===== src/rtl/fetch_unit.sv =====
// Instruction fetch front end: PC generation, credit-limited in-order imem requests,
// instruction FIFO toward decode, redirect flush. Optional misaligned-target halt: FETCH_MISALIGN_TRAP_EN.
module fetch_unit #(
  parameter logic [31:0] RESET_PC   = 32'h0000_0000,
  parameter int          FIFO_DEPTH = 2
) (
  input  logic        clk,
  input  logic        rst,
  output logic        imem_req_valid,
  input  logic        imem_req_ready,
  output logic [31:0] imem_req_addr,
  input  logic        imem_rsp_valid,
  input  logic [31:0] imem_rsp_data,
  input  logic        redirect_valid,
  input  logic [31:0] redirect_pc,
  output logic        inst_valid,
  input  logic        inst_ready,
  output logic [31:0] instruction,
  output logic [31:0] inst_pc,
  output logic        fetch_misaligned
);

  localparam int CW = $clog2(FIFO_DEPTH + 1);
  localparam int PW = $clog2(FIFO_DEPTH);

  logic [31:0]   r_req_pc;
  logic [31:0]   r_rsp_pc;
  logic [CW-1:0] r_count;
  logic [CW-1:0] r_outstanding;
  logic [CW-1:0] r_drop_cnt;
  logic [PW-1:0] r_wr_ptr;
  logic [PW-1:0] r_rd_ptr;
  logic [31:0]   r_fifo_inst [FIFO_DEPTH];
  logic [31:0]   r_fifo_pc   [FIFO_DEPTH];

  logic [31:0]   w_target;
  logic          w_halted;
  logic          w_credit;
  logic          w_req_fire;
  logic          w_push;
  logic          w_pop;
  logic          w_drop;
  logic [CW-1:0] w_out_next;

  // Handshakes: a transfer happens on a rising edge where valid && ready; valid never
  // depends on ready. Responses have no ready and are always consumed (pushed or dropped).
  assign w_target   = {redirect_pc[31:2], 2'b00};
  assign w_credit   = ({1'b0, r_outstanding} + {1'b0, r_count}) < (CW+1)'(FIFO_DEPTH);
  assign imem_req_valid = !rst && !redirect_valid && !w_halted && w_credit;
  assign imem_req_addr  = r_req_pc;
  assign w_req_fire = imem_req_valid && imem_req_ready;
  assign w_drop     = imem_rsp_valid && (r_drop_cnt != '0);
  assign w_push     = imem_rsp_valid && (r_drop_cnt == '0) && !redirect_valid && !w_halted;
  assign w_pop      = inst_valid && inst_ready;
  assign w_out_next = r_outstanding + CW'(w_req_fire) - CW'(imem_rsp_valid);

  assign inst_valid  = (r_count != '0);
  assign instruction = r_fifo_inst[r_rd_ptr];
  assign inst_pc     = r_fifo_pc[r_rd_ptr];

  always_ff @(posedge clk) begin
    if (rst) begin
      r_req_pc      <= RESET_PC;
      r_rsp_pc      <= RESET_PC;
      r_count       <= '0;
      r_outstanding <= '0;
      r_drop_cnt    <= '0;
      r_wr_ptr      <= '0;
      r_rd_ptr      <= '0;
    end else begin
      if (w_req_fire) r_req_pc <= r_req_pc + 32'd4;
      r_outstanding <= w_out_next;
      if (w_push) begin
        r_wr_ptr <= r_wr_ptr + PW'(1);
        r_rsp_pc <= r_rsp_pc + 32'd4;
      end
      if (w_pop) r_rd_ptr <= r_rd_ptr + PW'(1);
      r_count <= r_count + CW'(w_push) - CW'(w_pop);
      if (w_drop) r_drop_cnt <= r_drop_cnt - CW'(1);
      // Flush wins over any push/pop this cycle; everything still in flight becomes stale.
      if (redirect_valid) begin
        r_req_pc   <= w_target;
        r_rsp_pc   <= w_target;
        r_count    <= '0;
        r_wr_ptr   <= '0;
        r_rd_ptr   <= '0;
        r_drop_cnt <= w_out_next;
      end
    end
  end

  // Storage needs no reset: entries are only observed while counted valid.
  always_ff @(posedge clk) begin
    if (w_push) begin
      r_fifo_inst[r_wr_ptr] <= imem_rsp_data;
      r_fifo_pc[r_wr_ptr]   <= r_rsp_pc;
    end
  end

`ifdef FETCH_MISALIGN_TRAP_EN
  logic r_halted;

  always_ff @(posedge clk) begin
    if (rst) begin
      r_halted <= 1'b0;
    end else if (redirect_valid) begin
      r_halted <= |redirect_pc[1:0];
    end
  end

  assign w_halted         = r_halted;
  assign fetch_misaligned = r_halted;
`else
  logic w_unused_pc_lsbs;

  assign w_unused_pc_lsbs = ^redirect_pc[1:0];
  assign w_halted         = 1'b0;
  assign fetch_misaligned = 1'b0;
`endif

endmodule

===== config.mk =====
export PLATFORM = sky130hd
export DESIGN_NAME = fetch_unit
export DESIGN_NICKNAME = d
export VERILOG_FILES = /design/src/rtl/fetch_unit.sv
export SDC_FILE = /design/constraint.sdc
export NUM_CORES = 1
export LEC_CHECK = 0
export ABC_CLOCK_PERIOD_IN_PS = 7900
export CAP_MARGIN = 15
export CORE_ASPECT_RATIO = 0.8
export CORE_MARGIN = 5
export CORE_UTILIZATION = 30
export DETAILED_ROUTE_END_ITERATION = 8
export PLACE_DENSITY_LB_ADDON = 0.1
export SYNTH_ARGS = -nofsm -noshare
export SYNTH_HDL_FRONTEND = slang
export SYNTH_SLANG_ARGS = --single-unit

===== constraint.sdc =====
create_clock -name clk -period 7.9 [get_ports clk]
set_clock_uncertainty 0.1 [all_clocks]
set_input_delay 1.185 -clock clk [delete_from_list [all_inputs] [get_ports clk]]
set_output_delay 1.185 -clock clk [all_outputs]
set_load 0.01 [all_outputs]

# After elaboration in Yosys (flattened, before gate mapping)

Memories as Yosys holds them, arrays and structs flattened. A register that Yosys moved wholly into a read port is not among the register bits.
Cells that the tools add are included.
Widths: inputs -> output; s select.

Bits in writable memories: 128
Bits in read-only memories: 0
Output and inout port bits: 99
Latch bits: 0
Memories: 2
Bits of input ports: 70
Word-level logic and storage cells: 50
Bits in registers: 72

Add/subtract/negate cells: 10
Multiplexer cells: 12
Bitwise logic cells: 0
Equal/unequal tests: 0
$lt $le $gt $ge: 1
Multipliers: 0
Divide/modulo/power cells: 0
Shift operators: 0
Reduce and logical (&&, ||, !) cells: 16

Memory list:

| name        | words | width | read ports | clocked after memory_dff | write ports | RTL line | RTL |
|---|---|---|---|---|---|---|---|
| r_fifo_inst | 2     | 32    | 1          | 1                        | 1           | 33       | `logic [31:0] r_fifo_inst [FIFO_DEPTH];` |
| r_fifo_pc   | 2     | 32    | 1          | 1                        | 1           | 34       | `logic [31:0] r_fifo_pc [FIFO_DEPTH];` |

Operators with widths:

| cell                  | number |
|---|---|
| $mux 32               | 4 |
| $add 32x3->32 const B | 2 |
| $reduce_bool 2->1     | 5 |
| $logic_and 1x1->1     | 7 |
| $mux 1                | 6 |
| $add 2x1->2           | 2 |
| $mux 2                | 2 |
| $sub 2x1->2           | 2 |
| $add 2x2->3           | 1 |
| $lt 3x2->1 const B    | 1 |
| $add 1x1->1 const B   | 2 |
| $logic_not 1->1       | 2 |
| $logic_not 2->1       | 1 |
| $reduce_or 2->1       | 1 |
| $sub 2x1->2 const B   | 1 |

# Depth between registers and ports, before layout

Word-level depth: 7
Mapped depth: 11
Mapped depth without buffers: 11

# Least setup slack after synthesis

No wires, ideal clock.

Path kind: input -> register
Start point: input port redirect_valid
End point: memory r_fifo_inst[0][0] (enable)
Required time: 7.318 ns
Buffers on the path: 1
Library setup time: 0.482 ns
Slack: 3.072 ns
Data arrival time: 4.245 ns
Cell stages on the path: 4
Path through: clkbuf_1 > clkinv_1 > nand3_1 > nor2_1

Cells in the longest elaborated chain, start to end: 4

RTL lines:

| element                      | RTL line | RTL |
|---|---|---|
| start: declaration           | 14       | `input logic redirect_valid,` |
| $logic_not 1->1              | 53       | `assign w_push = imem_rsp_valid && (r_drop_cnt == '0) && !redirect_valid && !w_halted;` |
| $logic_and 1x1->1            | 53       |  |
| $mux 1                       | 94       | `if (w_push) begin` |
| $mux 1 (implied by the code) | 95       | `r_fifo_inst[r_wr_ptr] <= imem_rsp_data;` |
| end: declaration             | 33       |  |

No other way between the ends.

# Worst setup path in the final report

Start point: input port rst
End point: output port imem_req_valid

Cells in the longest elaborated chain, start to end: 3

RTL lines:

| element                        | RTL line | RTL |
|---|---|---|
| start: declaration             | 8        | `input logic rst,` |
| $logic_not 1->1                | 49       | `assign imem_req_valid = !rst && !redirect_valid && !w_halted && w_credit;` |
| $logic_and 1x1->1 (2 in a row) | 49       |  |
| end: declaration               | 9        | `output logic imem_req_valid,` |

No other way between the ends.

==> flow_summary.toml <==
[die]
fp.dieW_um = 194.7
floorplan.die.height_um = 157.7
effective_utilization_at_floorplan_pct = 30.21
rows = 54
io_pins = 169
coreArea_mm2 = 0.02709
die-area_mm2 = 0.03071

[power_and_ir_drop]
leakage_power_of_the_design_nw = 3.680
power_mw = 2.295
ir_worst_vdd_uv = 145.0
cellPowerDensity_mw_per_mm2 = 213.1

[clock_network]
path_clk_slew_ps = 70
clock_latency_ps = 420
cts_hold_buf = 0
tritoncts.num_buffers = 17
clkSinkCount = 193
ctsLongestPathBuffers = 2
cts_tree = "done"
cts_setup_buffers = 0
ctsRootBufferMaster = "clkbuf_16"
h-tree-depth = 4
postCtsResizedCells = 0

[finish]
drive_gt1_share_pct = 14.13
nFillCells = 2615
final_common_cell = "clkdlybuf4s50_1"
layout.cell_area.non_filler_mm2 = 0.01077
seqCellArea_mm2 = 0.005106
most-common-layout-cells = "161 x clkdlybuf4s50_1, 124 x edfxtp_1, 68 x dfxtp_1"
synthToLayoutAreaGrowth_pct = 31.55
multi_input_comb_area_mm2 = 0.002853
nNetsFinal = 872

[yosys]
postSynthRegisterBits = 193
synth_edf_count = 124
syn_inst = 633
synth.lib_cells_used.distinct = 54
syn-cell-area_mm2 = 0.008185
synth-seq-area-share_pct = 62.37
postSynthAreaPerCell_um2 = 12.93
synthFlopType = "edfxtp_1"
synth-warning-count = 0
fraction_of_synthesis_flops_using_an_asynchronous_set_or_reset_pin_pct = 0
synth_area_leader_cell = "edfxtp_1"
synth.top_cell.area_share_pct = 45.49
yosys-top-cells-area = "edfxtp_1 45%, dfxtp_1 17%, mux2_2 8.5%"

[detailed_routing]
wl_per_cell_um = 18.08
drt_iter0_drc = 319
routed_wirelength_um = 21190
drt-pass1-iter-count = 4
drc_errors = 0
drtAntennaViolNets = 0
num_vias = 5460
via_per_inst = 4.659

[place]
dpl_cell_area_mm2 = 0.01019
place.gp.congestion = 0.7905
dpl.hpwl_um = 14620
place.port_buffers = 161

[timing]
layout_min_cycle_time_ps = 4445
drv_slew = 0
setup-tns-final_ps = 0
final-hold-violation-count = 0
part_of_the_cycle_the_worst_path_needs_pct = 56.27
timing_worst_slew_pin_value_ps = 892.1
rsz0062_at_grt = "no"
worst_slew_margin_rel_pct = 40.53
timing.final.setup_violations = 0
timing.fmax_ghz = 0.2250

[global_routing]
grt_max_degree = 64
grt-ovfl-total = 0
grt_pass1_vias = 5638
grt_pass1_wl_um = 32830
global_route.usage.total_pct = 13.73
antenna_found_initial = 0

[worst_hold_path]
hold_path_class = "reg -> reg"

[critical_path]
cp.required_ps = 6610
critical_path.max_fanout = 41
worst-setup-path-type = "in -> out"
worst-endpoint-arrival_ps = 3160
critPathCaptureType = "output port"
setup.worst_path.start_class = "input port"

[status]
result_of_the_run = "complete, no violations"

[run]
cap_viol_max_count = 0
final timing paths:
kind,startpoint,end,slack [ps],cells past startpoint
setup / recovery,rst,imem_req_valid,3450,5
hold / removal,r_rsp_pc[31]$_SDFFE_PP0P_,r_fifo_pc[0][31]$_DFFE_PP_,400,0
setup reg to reg,r_count[0]$_SDFF_PP0_,imem_req_addr[22]$_SDFFE_PP0P_,5180,7
hold reg to reg,r_rsp_pc[31]$_SDFFE_PP0P_,r_fifo_pc[0][31]$_DFFE_PP_,400,0
per-layer routing:
layer / vias to the layer above / track usage [%] / part of all wire (%) / wire (um)
li1: 2649 / - / - / -
met3: 4 / 3.830 / 6.7 / 1418
met1: 2641 / 19.55 / 49 / 10380
met4: 0 / 2.510 / 0.43 / 92
met5: - / 0 / 0 / 0
met2: 166 / 21.29 / 44 / 9307
power breakdown:
part	internal, mW	switching (mW)	total [mW]
Sequential	1.13	0.0452	1.18
Clock	0.423	0.410	0.833
Combinational	0.151	0.132	0.283
cell type report:
| type | instances | area share [%] |
|---|---|---|
| tap | 364 | 4.230 |
| timing repair buffer | 169 | 15.52 |
| clock inverter | 14 | 1.278 |
| multi-input combinational | 383 | 26.49 |
| inverter | 30 | 1.046 |
| antenna | 1 | 0.02324 |
| sequential | 193 | 47.42 |
| clock buffer | 18 | 3.986 |
state kept, by name (all words and copies together) (netlist names), named ones only:
| signal | cells |
|---|---|
| r_fifo_inst | 64 |
| r_fifo_pc | 60 |
| imem_req_addr | 30 |
| r_rsp_pc | 30 |
| r_count | 2 |
| r_drop_cnt | 2 |
| r_outstanding | 2 |
| r_rd_ptr | 1 |
| r_wr_ptr | 1 |
Yosys cell counts (7+ instances only):
cell and count:
edfxtp_1 124, dfxtp_1 69, mux2_2 62, xor2_1 41, a21oi_1 29, inv_1 29
nand2_1 26, nand3_1 26, nand4_1 26, nor2_1 25, a21boi_1 23, clkbuf_1 19
xnor2_1 16, a21boi_0 11, and3_1 8, nor3_1 8, a211oi_1 7, buf_4 7
ha_1 7, nor4_1 7
cells by family after synthesis:
family	synth area share [%]
other	0.04581
buffers and inverters	3.149
multiplexers	8.652
flip-flops	62.37
AO/OA/AOI/OAI	7.551
adder cells (fa/ha/maj)	1.315
XOR/XNOR	6.099
AND/OR/NAND/NOR	10.82
stage by stage:
stage	std cells	worst slack [ps]	util [%]	hold WS, ps
6_report	1172	3455	39.74	402.0
5_1_grt	1171	3381	39.73	406.7
4_1_cts	1170	3448	39.71	405.5
3_5_place_dp	1138	3465	37.61	385.6
3_3_place_gp	1138	3415	37.61	369.7
2_1_floorplan	637	3072	-	345.3
worst max-delay path, cell delays in order:
cell,delay (ps)
clkdlybuf4s50_1,390
buf_4,270
or2_2,460
nor3_1,230
clkdlybuf4s50_1,600
No activity file was read; power rests on OpenSTA's default activity.
